## src/rtl/isb_pf_queue.sv

```systemverilog
// -----------------------------------------------------------------------------
// isb_pf_queue
// Prefetch issue queue placed directly after the ISB prefetcher. It filters
// prefetch candidates (duplicates and candidates already covered by demand
// traffic), buffers up to DEPTH requests, issues them over a valid/ready
// handshake tagged with the entry index, and frees an entry on the matching
// response.
//
// Ports
//   clk, rst_n           clock (rising edge), asynchronous active-low reset
//   pf_v, pf_addr        prefetch candidate
//   demand_v, demand_addr demand access used for cancel / hit detection
//   mem_req_v/addr/tag   request presented to memory, held stable while stalled
//   mem_req_rdy          memory accepts the presented request
//   mem_resp_v/tag       response for a previously issued request
//   pf_hit               registered pulse, demand matched an issued/presented entry
//   drop_cnt             saturating count of candidates dropped on a full queue
//   occ, full            registered occupancy (non-FREE entries) and full flag
// -----------------------------------------------------------------------------
module isb_pf_queue #(
    parameter  int DEPTH = 4,
    parameter  int AW    = 16,
    localparam int TW    = $clog2(DEPTH)
) (
    input  logic          clk,
    input  logic          rst_n,
    input  logic          pf_v,
    input  logic [AW-1:0] pf_addr,
    input  logic          demand_v,
    input  logic [AW-1:0] demand_addr,
    output logic          mem_req_v,
    output logic [AW-1:0] mem_req_addr,
    output logic [TW-1:0] mem_req_tag,
    input  logic          mem_req_rdy,
    input  logic          mem_resp_v,
    input  logic [TW-1:0] mem_resp_tag,
    output logic          pf_hit,
    output logic [7:0]    drop_cnt,
    output logic [TW:0]   occ,
    output logic          full
);

    localparam logic [1:0] ST_FREE = 2'd0;
    localparam logic [1:0] ST_PEND = 2'd1;
    localparam logic [1:0] ST_INFL = 2'd2;

    // Entry storage
    logic [1:0]    st_reg    [DEPTH];
    logic [AW-1:0] addr_reg  [DEPTH];
    logic [1:0]    st_next   [DEPTH];
    logic [AW-1:0] addr_next [DEPTH];

    // Presented-entry select register and registered outputs
    logic          sel_v_reg,    sel_v_next;
    logic [TW-1:0] sel_idx_reg,  sel_idx_next;
    logic [AW-1:0] req_addr_reg, req_addr_next;
    logic          pf_hit_reg,   pf_hit_next;
    logic [7:0]    drop_cnt_reg, drop_cnt_next;
    logic [TW:0]   occ_reg,      occ_next;
    logic          full_reg,     full_next;

    // Per-entry decode vectors
    logic [DEPTH-1:0] free_vec;
    logic [DEPTH-1:0] dup_vec;
    logic [DEPTH-1:0] hit_vec;
    logic [DEPTH-1:0] cancel_vec;
    logic [DEPTH-1:0] resp_vec;
    logic [DEPTH-1:0] fire_vec;
    logic [DEPTH-1:0] alloc_vec;
    logic [DEPTH-1:0] pend_next_vec;
    logic [DEPTH-1:0] live_next_vec;

    logic          fire;
    logic          accept;
    logic          alloc_en;
    logic          drop_full;
    logic [TW-1:0] alloc_idx;
    logic          pend_any;
    logic [TW-1:0] pend_idx;

    assign fire = sel_v_reg & mem_req_rdy;

    // Candidate filtering is judged against registered state only, so a slot
    // freed this cycle (response or cancel) is not visible to the allocator.
    assign accept    = pf_v & ~(|dup_vec) & ~(demand_v & (demand_addr == pf_addr));
    assign alloc_en  = accept & (|free_vec);
    assign drop_full = accept & ~(|free_vec);

    genvar gi;
    generate
        for (gi = 0; gi < DEPTH; gi++) begin : g_entry
            logic live;
            logic presented;
            logic dmatch;

            assign live      = (st_reg[gi] != ST_FREE);
            assign presented = sel_v_reg & (sel_idx_reg == TW'(gi));
            assign dmatch    = demand_v & live & (addr_reg[gi] == demand_addr);

            assign free_vec[gi]   = ~live;
            assign dup_vec[gi]    = live & (addr_reg[gi] == pf_addr);
            // The presented entry is never cancelled: it is already on the bus.
            assign hit_vec[gi]    = dmatch & ((st_reg[gi] == ST_INFL) | presented);
            assign cancel_vec[gi] = dmatch & (st_reg[gi] == ST_PEND) & ~presented;
            assign resp_vec[gi]   = mem_resp_v & (mem_resp_tag == TW'(gi)) &
                                    (st_reg[gi] == ST_INFL);
            assign fire_vec[gi]   = fire & presented;
            assign alloc_vec[gi]  = alloc_en & (alloc_idx == TW'(gi));

            // The four events act on disjoint source states, so at most one
            // of them applies to an entry in any cycle.
            assign st_next[gi] = alloc_vec[gi]                   ? ST_PEND :
                                 fire_vec[gi]                    ? ST_INFL :
                                 (cancel_vec[gi] | resp_vec[gi]) ? ST_FREE :
                                                                   st_reg[gi];
            assign addr_next[gi] = alloc_vec[gi] ? pf_addr : addr_reg[gi];

            assign pend_next_vec[gi] = (st_next[gi] == ST_PEND);
            assign live_next_vec[gi] = (st_next[gi] != ST_FREE);
        end
    endgenerate

    // Lowest-index FREE entry (registered state)
    always_comb begin
        alloc_idx = '0;
        for (int i = DEPTH - 1; i >= 0; i--) begin
            if (free_vec[i]) begin
                alloc_idx = TW'(i);
            end
        end
    end

    // Lowest-index PEND entry of the next state; includes an entry being
    // allocated this edge, which gives the one-cycle pf_v to mem_req_v latency.
    always_comb begin
        pend_any = 1'b0;
        pend_idx = '0;
        for (int i = DEPTH - 1; i >= 0; i--) begin
            if (pend_next_vec[i]) begin
                pend_any = 1'b1;
                pend_idx = TW'(i);
            end
        end
    end

    // Select update: only re-choose after a fire or when nothing is presented,
    // so a stalled request keeps its address and tag.
    always_comb begin
        sel_v_next    = sel_v_reg;
        sel_idx_next  = sel_idx_reg;
        req_addr_next = req_addr_reg;
        if (!sel_v_reg || fire) begin
            sel_v_next = pend_any;
            if (pend_any) begin
                sel_idx_next  = pend_idx;
                req_addr_next = addr_next[pend_idx];
            end
        end
    end

    always_comb begin
        occ_next = '0;
        for (int i = 0; i < DEPTH; i++) begin
            occ_next = occ_next + (TW + 1)'(live_next_vec[i]);
        end
        full_next = (occ_next == (TW + 1)'(DEPTH));
    end

    assign pf_hit_next   = |hit_vec;
    assign drop_cnt_next = (drop_full && drop_cnt_reg != 8'hFF) ? drop_cnt_reg + 8'd1
                                                                : drop_cnt_reg;

    always_ff @(posedge clk or negedge rst_n) begin
        if (!rst_n) begin
            for (int i = 0; i < DEPTH; i++) begin
                st_reg[i]   <= ST_FREE;
                addr_reg[i] <= '0;
            end
            sel_v_reg    <= 1'b0;
            sel_idx_reg  <= '0;
            req_addr_reg <= '0;
            pf_hit_reg   <= 1'b0;
            drop_cnt_reg <= '0;
            occ_reg      <= '0;
            full_reg     <= 1'b0;
        end else begin
            for (int i = 0; i < DEPTH; i++) begin
                st_reg[i]   <= st_next[i];
                addr_reg[i] <= addr_next[i];
            end
            sel_v_reg    <= sel_v_next;
            sel_idx_reg  <= sel_idx_next;
            req_addr_reg <= req_addr_next;
            pf_hit_reg   <= pf_hit_next;
            drop_cnt_reg <= drop_cnt_next;
            occ_reg      <= occ_next;
            full_reg     <= full_next;
        end
    end

    assign mem_req_v    = sel_v_reg;
    assign mem_req_addr = req_addr_reg;
    assign mem_req_tag  = sel_idx_reg;
    assign pf_hit       = pf_hit_reg;
    assign drop_cnt     = drop_cnt_reg;
    assign occ          = occ_reg;
    assign full         = full_reg;

endmodule

```

## config.mk

```make
export PLATFORM = sky130hd
export DESIGN_NAME = isb_pf_queue
export DESIGN_NICKNAME = d
export VERILOG_FILES = /design/src/rtl/isb_pf_queue.sv
export SDC_FILE = /design/constraint.sdc
export NUM_CORES = 1
export LEC_CHECK = 0
export ABC_AREA = 0
export BUFFER_PORTS_ARGS = -buffer_cell sky130_fd_sc_hd__buf_4
export CAP_MARGIN = 40
export CELL_PAD_IN_SITES_DETAIL_PLACEMENT = 1
export CELL_PAD_IN_SITES_GLOBAL_PLACEMENT = 2
export CORE_MARGIN = 1.5
export CORE_UTILIZATION = 30
export CTS_CLUSTER_DIAMETER = 50
export CTS_CLUSTER_SIZE = 40
export DETAILED_ROUTE_END_ITERATION = 8
export GPL_TIMING_DRIVEN = 1
export PLACE_DENSITY = 0.67
export SLEW_MARGIN = 15
export SYNTH_ARGS = -nofsm -noshare
export SYNTH_HDL_FRONTEND = slang
export SYNTH_SLANG_ARGS = --single-unit
```

## constraint.sdc

```tcl
create_clock -name clk -period 4.15 [get_ports clk]
set_input_delay 0.2075 -clock clk [delete_from_list [all_inputs] [get_ports clk]]
set_output_delay 0.2075 -clock clk [all_outputs]
set_load 0.02 [all_outputs]
```

==> impl_summary.md, run 1 <==
Outcome
The flow ran to the end, but the final reports show violations. The checks that failed: DRC.

Routing
The number of DRC violations after detailed-routing iteration 0 is 308. Once detail routing completed, the nets flagged for antenna violations numbered 0. The routed design has 23.1 mm of wire. After detailed routing, the average wire length per cell comes to about 24 um. The first TritonRoute pass finished after 9 iterations. In the routed design, unresolved DRC markers number 4. The total via count after detailed routing is 5046. Dividing the detail-routed via count by the number of cells gives 5.34.

Final layout
The register area is 2600 um^2. The antenna diode instance count is 0. Leaving out fill and tap cells, the most frequent cells in the layout are 104 x dfrtp_1, 95 x xnor2_1, 83 x buf_4.

The leading cell type in the layout, fill and taps excluded is dfrtp_1. The number of flip-flops under the largest register name is 64. The number of nets in the final layout is 704.

The signed area change from the synthesized netlist to the final layout is 14.8%. The filler cell count is 2417. The layout cell share with drive strength beyond 1 is between 20 and 30%.

In the final layout, the multi-input gates occupy approximately 3800 um^2.

Setup path
The critical path is of the flop to flop type. In this run the worst path has a maximum fanout of 9. The type of origin of the critical path is a flop. STA classifies the critical path endpoint as a flop. The cell type group with the largest total delay on the critical path is simple AND/OR/NAND/NOR gates. Data on the critical path is required at its endpoint by 4.43 ns.

The signal on the critical path passes through nor2_1 > nor2_1 > a32oi_1 > nand3_2 > or4b_1 > o311a_1 > fa_1 > inv_1 > ha_1 > ha_1 > nor3b_1. Data arrives at the worst endpoint at 3.87 ns. The largest individual stage delay along the critical path comes from the cell or4b_1. The peak per-stage delay on the critical path is 0.60 ns. The combined buffer and inverter count along the critical path is 1.

Power and ir drop
The power density normalized to cell area is 851 nW/um^2. Of the total power, the clock network draws about an eighth. The analysis attributes to net switching a power of 3.01 mW. Net switching is between 40% and 50% of the power. VDD sags by at most 313 uV. The internal power component is roughly 3.6 mW. The share of power burned in combinational logic is 54.7%. The total chip power is 6.58 mW. Sequential cells burn 32.1% of the power.

Summed over all cells, the static leakage comes to between 3 and 4 nW.

Min path
The worst hold path belongs to the class input pin to flop.

Synth
Of all cell types, the one taking the most synthesized area is dfrtp_1. The total nets after synthesis is 658. The share of the Yosys chip area taken by registers is 38.6%.

After technology mapping, the gate count stands at 614. Of all flip-flops after synthesis, the portion carrying an async set or reset was 100%. Counting flops and latches in the post-synthesis netlist gives 104. The synthesized design contains 0 enable-type register cells.

The most used flip-flop cell after synthesis is dfrtp_1. The count of synthesis-stage warnings from yosys is 0. After synthesis, the cell types taking the most area are dfrtp_1 39%, xnor2_1 12%, mux2_2 11%, xor2_1 6.9%, buf_4 2.5%. The average cell area after synthesis is about 11 um^2. The cell area after technology mapping is 6740 um^2. Counting distinct cell types in the post-synthesis netlist gives 59. The fraction of synthesized cell area taken by the top area cell type is 38.6%.

Floorplan
The initial utilization of the core area, before any placement, comes to 30.7%. The die outline height is 153 um. In this run the horizontal extent of the chip is 153 um. The core area is ~22000 um^2. In this run the core area contains 54 standard-cell rows. The die covers 23400 um^2. The number of placed I/O pins is 72.

Timing
Setup repair after global routing left no endpoint under its margin. The timing-limited maximum frequency is 279 MHz. Setup violations remaining at the end of the flow were counted as 0. The share of the clock period used by the worst path after layout is 86.5%.

The measured slew at the worst slew-check pin is 0.671 ns. The total negative setup slack is 0 ns. The number of pins with negative max-slew slack in the final report is 0. The worst-case headroom to the max-slew limit is 54.9%. Across the routed clock network, the largest skew measured is 0.00758 ns. The clock period could shrink to 3.59 ns. The number of hold-slack violations in the final timing report is 0.

CTS
The clock tree from TritonCTS is built. The clock drives about 100 sinks. In this run the number of H-tree levels came out at 3.

Clock-pin slew was measured on the worst setup and hold paths at 0.07 ns. The total CTS buffers is 9. The buffer depth of the longest clock path is 2.

At the later pin of the worst-skew pair, clock insertion delay measures roughly 0.36 ns. The clock root buffer is clkbuf_16.

Global route
The pin count of the biggest net entering global routing is 60. The first global-routing pass estimated around 35 mm of wire. The number of global-route vias before repair is 5408. For this run the aggregate overflow at the end of global routing stands at 0. The initial antenna violation count was 0. The total routing usage reported by global routing is around 20%.

Place
Detailed placement finished with a half-perimeter wire length of 17.5 mm. The last weighted congestion value of the routability-driven placer is 0.924. The count of buffers added on input and output ports is 71.

Job
Max-cap violations in this run came to 0.
final timing paths:
path,startpoint,end,slack [ns],cells past startpoint
min in group asynchronous,rst_n,mem_req_tag[0]$_DFFE_PN0P_,0.22,2
setup / recovery,st_reg[3]$_DFF_PN0_,full$_DFF_PN0_,0.56,11
max in group asynchronous,rst_n,addr_reg[36]$_DFF_PN0_,3.16,3
hold / removal,pf_addr[8],addr_reg[40]$_DFF_PN0_,0.19,2
hold reg to reg,mem_req_addr[0]$_DFFE_PN0P_,mem_req_addr[0]$_DFFE_PN0P_,0.50,2
setup reg to reg,st_reg[3]$_DFF_PN0_,full$_DFF_PN0_,0.56,11
layer usage:
| layer | share of wire, % | routed length [um] | GRT usage (%) |
|---|---|---|---|
| met5 | 0 | 0 | 0 |
| met4 | 1.6 | 363 | 5.09 |
| met3 | 3.0 | 697 | 3.23 |
| met2 | 50 | 11600 | 35.3 |
| met1 | 45 | 10400 | 26.1 |
synthesized netlist by cell type (3+ instances only):
cell,instances
a222oi_1,16
ha_1,3
nor2_1,20
buf_4,22
o31ai_1,4
o21ai_0,3
xor2_1,53
nand4_1,24
inv_1,13
buf_6,7
dfrtp_1,104
clkbuf_1,5
a21oi_1,6
buf_2,15
a2bb2oi_1,16
mux2_2,66
o41ai_1,16
nor2b_1,3
nand2_1,14
mux2i_1,16
nor4_1,17
nor3b_1,3
xnor2_1,95
nand3_1,17
nor3_2,3
nor3_1,10
buf_1,3
power by group through the flow:
stage | Sequential [mW] | Clock [mW] | Combinational [mW]
CTS | 2.11 | 0.894 | 3.65
finish | 2.11 | 0.863 | 3.60
detailed placement | 2.13 | 0 | 3.63
global placement | 2.10 | 0 | 3.55
global route | 2.19 | 0.928 | 3.88
floorplan | 2.11 | 0 | 2.36
through the flow:
| stage | hold WS [ns] | utilization [%] | worst slack, ns | area [um^2] | instances |
|---|---|---|---|---|---|
| after floorplan | -0.0881 | - | 0.703 | 6740 | 614 |
| after global placement | 0.383 | 33.6 | 0.544 | 7370 | 924 |
| after detailed placement | 0.0636 | 33.8 | 0.555 | 7430 | 927 |
| after CTS | 0.176 | 35.2 | 0.543 | 7720 | 944 |
| after global routing | 0.192 | 35.2 | 0.289 | 7730 | 945 |
| final | 0.191 | 35.2 | 0.561 | 7730 | 945 |
layout make-up:
| type | instances | area share [%] |
|---|---|---|
| clock buffer | 10 | 3.09 |
| clock inverter | 6 | 0.647 |
| inverter | 13 | 0.631 |
| multi-input combinational | 445 | 48.5 |
| sequential | 104 | 33.7 |
| tap | 280 | 4.53 |
| timing repair buffer | 87 | 8.93 |
repair_timing:
action | in CTS | in global routing
endpoints found under the hold margin | 66 | 0
gates resized for setup | 0 | 0
buffers inserted | 0 | 0
hold buffers | 1 | 0
worst reg2reg max path, delay by kind of cell, from the launching register on:
| family | cells | cell delay [ns] |
|---|---|---|
| simple gates | 5 | 1.57 |
| compound gates | 2 | 0.43 |
| flops | 1 | 0.47 |
| fa+ha+maj | 3 | 0.99 |
| buf+inv | 1 | 0.04 |
logic make-up (layout without fill, tap and decap cells):
family / Yosys count / count (layout) / synth area share (%)
buffers and inverters: 65 / 116 / 5.91
flip-flops: 104 / 104 / 38.6
AO/OA/AOI/OAI: 78 / 78 / 9.99
multiplexers: 82 / 82 / 13.4
adder cells (fa/ha/maj): 4 / 4 / 0.854
AND/OR/NAND/NOR: 131 / 131 / 11.5
XOR/XNOR: 150 / 150 / 19.7
(Power assumes the default switching activity.)
==> inputs of run 2 (changes only) <==
PLACE_DENSITY = 0.7   (was 0.67)
clock period = 3.1 ns   (was 4.15 ns; I/O delays follow)
==> impl_summary.md, run 2 (synthesis results as in run 1) <==
Job
The max-capacitance violation count is 0.

Routing
The DRC violation count after routing is 5. The number of DRC violations after detailed-routing iteration 0 is 371. The routed wirelength normalized by instance count is 25.0 um. The first-pass iteration count of the detailed router is 9. The remaining antenna violation count is 0. After detailed routing, the total wire length is 25.5 mm.

The number of vias per cell after detailed routing is 5.43. The detailed router placed between 5000 and 6000 vias in this run.

Floorplan
From bottom edge to top edge, the die measures 153 um. The die area is about 23000 um^2. The core region is 22000 um^2. For this configuration, the core starts out at a cell density of 30.7%. The number of standard-cell rows in the floorplan is 54. The die is 153 um wide. The number of placed I/O pins is 72.

Min path
The tightest min-delay check is of the input pin to flop type. The worst hold path passes through 2 cells.

Setup path
The critical path goes through xnor2_1 > nand4_1 > nor4_2 > a32oi_2 > nand3_4 > or4b_4 > buf_6 > buf_12 > a211o_4 > buf_12 > mux2i_2 > o41ai_2. The number of cells traversed by the worst register-to-register path is 12. On the worst path, the slowest cell contributes a delay of 0.52 ns. Counting both buffers and inverters, the worst setup path holds a total of 3. The worst setup path category is flop to flop.

The endpoint kind of the worst setup timing path is a flop. The required arrival time at the worst endpoint is between 3 and 4 ns. STA puts the critical path data arrival time at 3.41 ns. The cell repeated most along the worst path is buf_12.

The cell with the largest stage delay on the worst path is or4b_4. The cell type group with the largest total delay on the critical path is simple AND/OR/NAND/NOR gates. The path length in cells of the critical path is 12.

The worst setup path is launched from a flop. The largest fanout of any net on the critical path is 5.

Timing
The worst path uses 102% of the clock period. For the finished layout, the period the worst path requires is 3.16 ns. Setup repair after global routing could not meet its margin everywhere.

The number of hold-slack violations in the final timing report is 0. The worst-case headroom to the max-slew limit is 57.6%. The number of pins with negative max-slew slack in the final report was 0. The measured slew at the worst slew-check pin is 0.635 ns. In the post-route analysis, the smallest setup slack over all paths is -0.0572 ns. Setup violations remaining at the end of the flow were counted as 7. After routing, the total negative slack on setup checks comes to -0.161 ns. Static timing analysis puts the maximum clock frequency at 317 MHz.

The setup clock skew after layout is slightly below 0.01 ns.

Final layout
The layout has 2390 filler cells. The leading cell type in the layout, fill and taps excluded is buf_4. The core occupancy in the finished layout is about 40%. In the layout the commonest cells are 148 x buf_4, 97 x dfrtp_1, 87 x xnor2_1. The signed area change from the synthesized netlist to the final layout is 29.8%. The repair_antennas step left the layout with diodes totalling 0. The number of nets in the final layout is 781. In the final layout, the share of cells above drive strength 1 is 41.2%. Registers take 2610 um^2. The post-route cell area is 8740 um^2. The register with the most flip-flops in the layout has 64 of them. In the final layout, the multi-input gates occupy approximately 4000 um^2. The count of placed standard cells in the final layout, fillers left out is 1021.

Outcome
The flow ran to the end, but the final reports show violations. The checks that failed: DRC, setup timing.

Place
The last weighted congestion value of the routability-driven placer is 0.939. Once detailed placement completed, the half-perimeter wirelength came to 18.7 mm. In this run the tool buffered the top-level ports with 71 buffer cells. In this run the cell area measured after placement is 7900 um^2. The cell total after placement is between 900 and 1000.

Power and ir drop
The peak supply drop is between 300 and 400 uV. The analysis attributes to cell leakage a power of 3.70 nW. The power density normalized to cell area is 1180 nW/um^2.

CTS
The tree is rooted in a clkbuf_16. The total number of clock tree sinks is 104. After clock tree synthesis, the clock-pin slew on the worst setup and hold paths is roughly 0.07 ns. The buffer depth of the longest clock path is 2.

TritonCTS created 9 clock buffers. The clock tree from TritonCTS is built. The number of H-tree levels is 3. The clock insertion delay at the later pin of the skew report is between 0.3 and 0.4 ns.

Global route
The pin count of the biggest net entering global routing is 40. The number of global-route vias before repair is 5807. The leftover overflow at the end of global routing is 0. The initial antenna violation count is 0. Global routing consumed, over all layers together, a little over a fifth of the routing resources. The global-route wire length before repair is 37.4 mm.
[run 2: cell count changes in the layout (fill, tap and decap cells not counted), sizes merged]
cell / previous run / this run
inv: 17 / 15
bufinv: 0 / 1
buf: 86 / 160
clkbuf: 10 / 13
[run 2: where the power goes]
part	internal [mW]	total, mW	switching [mW]	leakage, nW
clock network	0.652	1.21	0.557	0.146
registers	2.04	2.72	0.684	1.25
logic	3.05	6.38	3.33	2.30
total	5.74	10.3	4.57	3.70
[run 2: metal layers]
metal	part of all wire [%]	GRT usage, %	vias to the layer above
li1	-	-	2471
met5	0	0	-
met3	4.2	3.37	34
met2	49	35.9	165
met1	45	28.5	2871
met4	2.5	7.33	0
[run 2: final timing paths]
path | from | end | slack (ns)
min in group asynchronous | rst_n | st_reg[4]$_DFF_PN0_ | 0.32
hold reg to reg | mem_req_addr[10]$_DFFE_PN0P_ | mem_req_addr[10]$_DFFE_PN0P_ | 0.51
setup reg to reg | addr_reg[40]$_DFF_PN0_ | mem_req_addr[7]$_DFFE_PN0P_ | -0.06
max in group asynchronous | rst_n | addr_reg[57]$_DFF_PN0_ | 1.80
hold / removal | pf_addr[0] | addr_reg[32]$_DFF_PN0_ | 0.12
setup / recovery | addr_reg[40]$_DFF_PN0_ | mem_req_addr[7]$_DFFE_PN0P_ | -0.06
[run 2: cell type report]
type	instances	share of cell area, %
multi-input cells	445	46.2
well taps	280	4.01
inverters	13	0.558
repair buffers	164	16.0
clock inverters	5	0.730
clock buffers	10	2.73
flip-flops and latches	104	29.9
[run 2: repair_timing]
| action | CTS | global route |
|---|---|---|
| hold buffers | 1 | 0 |
| gates cloned | 0 | 3 |
| pin swaps | 13 | 13 |
| resized for setup | 14 | 38 |
| setup endpoints to repair | 22 | 20 |
| hold endpoints to repair | 36 | 0 |
| buffers inserted | 7 | 16 |
[run 2: worst reg2reg max path, stage by stage (launching register included)]
cell     delay [ns]
dfrtp_1        0.39
xnor2_1        0.23
nand4_1        0.23
nor4_2         0.06
a32oi_2        0.26
nand3_4        0.12
or4b_4         0.52
buf_6          0.14
buf_12         0.12
a211o_4        0.38
buf_12         0.16
mux2i_2        0.16
o41ai_2        0.29
[run 2: stage by stage]
step | setup slack (ns) | total power, mW | hold slack [ns]
4_1_cts | -0.0255 | 9.75 | 0.109
3_5_place_dp | -0.342 | 8.39 | 0.169
3_3_place_gp | -0.283 | 8.20 | 0.391
5_1_grt | -0.145 | 10.9 | 0.118
6_report | -0.0572 | 10.3 | 0.122
2_1_floorplan | -0.0832 | 6.09 | -0.141
==> inputs of run 3 (changes only) <==
RECOVER_POWER = 50   (was unset)
==> impl_summary.md, run 3 (synthesis results as in run 1) <==
Outcome
The flow ran to the end, but the final reports show violations. The final reports fail on DRC, capacitance limit, slew limit, setup timing.

Timing
The minimum clock period after layout is 3.17 ns. The number of pins with negative max-slew slack in the final report is 37. Setup violations remaining at the end of the flow were counted as 8. Setup repair after global routing could not meet its margin everywhere. Hold is met by ~0.12 ns. The worst pin sits at a relative slew slack of -49.4%. The measured slew at the worst slew-check pin is 2.24 ns. The setup clock skew after layout is 0.00955 ns.

Once routing completed, OpenROAD measured the worst setup slack at -0.0720 ns. The number of hold-slack violations in the final timing report is 0. The timing-limited maximum frequency is about 320 MHz. The share of the clock period used by the worst path after layout is 102%.

Setup path
The setup check on the worst reg-to-reg path leaves a slack of -0.07 ns. The worst setup path is captured at a flop. Of all nets on the critical path, the largest fanout is 5. STA puts the critical path data required time at 3.36 ns. The worst setup path category is flop to flop.

STA classifies the critical path startpoint as a flop. The data arrival time of the worst path is around 3.4 ns.

Routing
The routed wirelength normalized by instance count is 25.0 um. Wires add up to between 20 and 30 mm. After the first detailed-routing iteration, the DRC count stood at 338. In the routed design, unresolved DRC markers number 5. Dividing the detail-routed via count by the number of cells gives 5.44.

The first-pass iteration count of the detailed router is 9. The remaining antenna violation count is 0. The total via count after detailed routing is 5552.

Floorplan
After floorplanning, the core was sized to cover 22000 um^2. The horizontal die dimension is 153 um. The starting utilization of the core area is 30.7%.

The die area is 23400 um^2. 72 I/O pins were placed. The number of standard-cell rows in the floorplan is 54.

The die outline height is around 150 um.

Final layout
For this run, the number of standard cells in the final layout without fillers is 1021. At the end of the flow, the number of nets in the layout was around 780. The footprint of the multi-input gates is 4040 um^2.

The register area is 2610 um^2. The leading cell type in the layout, fill and taps excluded is buf_4. In the layout the commonest cells are 113 x buf_4, 97 x dfrtp_1, 87 x xnor2_1. The post-route cell area is about 8600 um^2. Relative to the synthesized area, the layout overhead comes to 27.8%. Cells with a size suffix above 1 make up 36.4% of the layout.

The number of flip-flops under the largest register name is 64. Once layout is complete, the utilization of the core stands at 39.2%. 0 antenna diodes ended up in the layout. The filler cells instantiated in the layout total 2402.

Place
Routability-driven placement finished with a final weighted congestion of ~0.94. The port buffer count is 71. The worst slack at placement is -0.342 ns.

Counting tap cells, the placed design contains a total of 980 instances. Once placement finished, the instance area stood at about 8000 um^2. The half-perimeter wire length after detailed placement is 18.7 mm.

Global route
The initial antenna violation count is 0. The total routing usage reported by global routing is around 22%. The pin count of the biggest net entering global routing is 40.

The number of global-route vias before repair is between 5000 and 6000. The first global-routing pass estimated 37.4 mm of wire. The leftover overflow at the end of global routing is 0.

CTS
The total number of clock tree sinks is 104. The H-tree was split into 3 levels. CTS placed an instance of clkbuf_16 at the clock tree root. Clock-pin slew was measured on the worst setup and hold paths at ~0.070 ns. The total CTS buffers is 9.

The buffer depth of the longest clock path is 2. The clock insertion delay at the later pin of the skew report is between 0.3 and 0.4 ns. The clock tree from TritonCTS is built.

Power and ir drop
The peak supply drop is 350 uV. The power density normalized to cell area is roughly 1200 nW/um^2. The leakage power is around 3.6 nW.

Job
The tool flagged a number of max-cap violations equal to 1.

Min path
The tightest min-delay check is of the input pin to flop type.
-- run 3: final cells by class --
type | count | share of cell area (%)
Multi-Input combinational cell | 445 | 46.9
Sequential cell | 104 | 30.3
Timing Repair Buffer | 164 | 14.7
Tap cell | 280 | 4.07
Clock buffer | 10 | 2.77
Clock inverter | 5 | 0.741
Inverter | 13 | 0.567
-- run 3: path summary, 6_finish.rpt --
| check | startpoint | endpoint | depth (start not counted) |
|---|---|---|---|
| max | addr_reg[40]$_DFF_PN0_ | mem_req_addr[7]$_DFFE_PN0P_ | 12 |
| min | pf_addr[0] | addr_reg[32]$_DFF_PN0_ | 2 |
| max reg2reg | addr_reg[40]$_DFF_PN0_ | mem_req_addr[7]$_DFFE_PN0P_ | 12 |
| min reg2reg | mem_req_addr[3]$_DFFE_PN0P_ | mem_req_addr[3]$_DFFE_PN0P_ | 2 |
| max in group asynchronous | rst_n | addr_reg[59]$_DFF_PN0_ | 4 |
| min in group asynchronous | rst_n | st_reg[4]$_DFF_PN0_ | 2 |
-- run 3: stage by stage --
step | setup TNS [ns] | power (mW)
6_report | -0.197 | 10.2
3_3_place_gp | -1.76 | 8.20
3_5_place_dp | -2.77 | 8.39
4_1_cts | -0.0255 | 9.75
2_1_floorplan | -0.0832 | 6.09
5_1_grt | -1.07 | 10.7
-- run 3: what timing repair did --
action	in CTS	in global routing
resized for setup	14	38
gates cloned	0	3
endpoints found under the setup margin	22	20
hold buffers	1	0
setup buffers	7	16
pin swaps	13	13
hold endpoints to repair	36	0
-- run 3: power by group --
part | switching (mW) | total (mW) | internal, mW
clock network | 0.561 | 1.21 | 0.653
logic | 3.31 | 6.23 | 2.92
registers | 0.680 | 2.72 | 2.04
-- run 3: worst max-delay path, cell delays in order, from the launching register on --
cell     delay [ns]
dfrtp_1        0.39
xnor2_1        0.22
nand4_1        0.23
nor4_2         0.06
a32oi_2        0.26
nand3_4        0.12
or4b_4         0.52
buf_6          0.14
buf_12         0.11
a211o_4        0.38
buf_12         0.16
mux2i_2        0.15
o41ai_2        0.30
-- run 3: metal layers --
metal | part of all wire, % | vias to the layer above | global-route usage (%)
li1 | - | 2471 | -
met1 | 44 | 2883 | 28.5
met2 | 49 | 162 | 35.9
met3 | 4.8 | 36 | 3.37
met4 | 2.6 | 0 | 7.33
met5 | 0 | - | 0
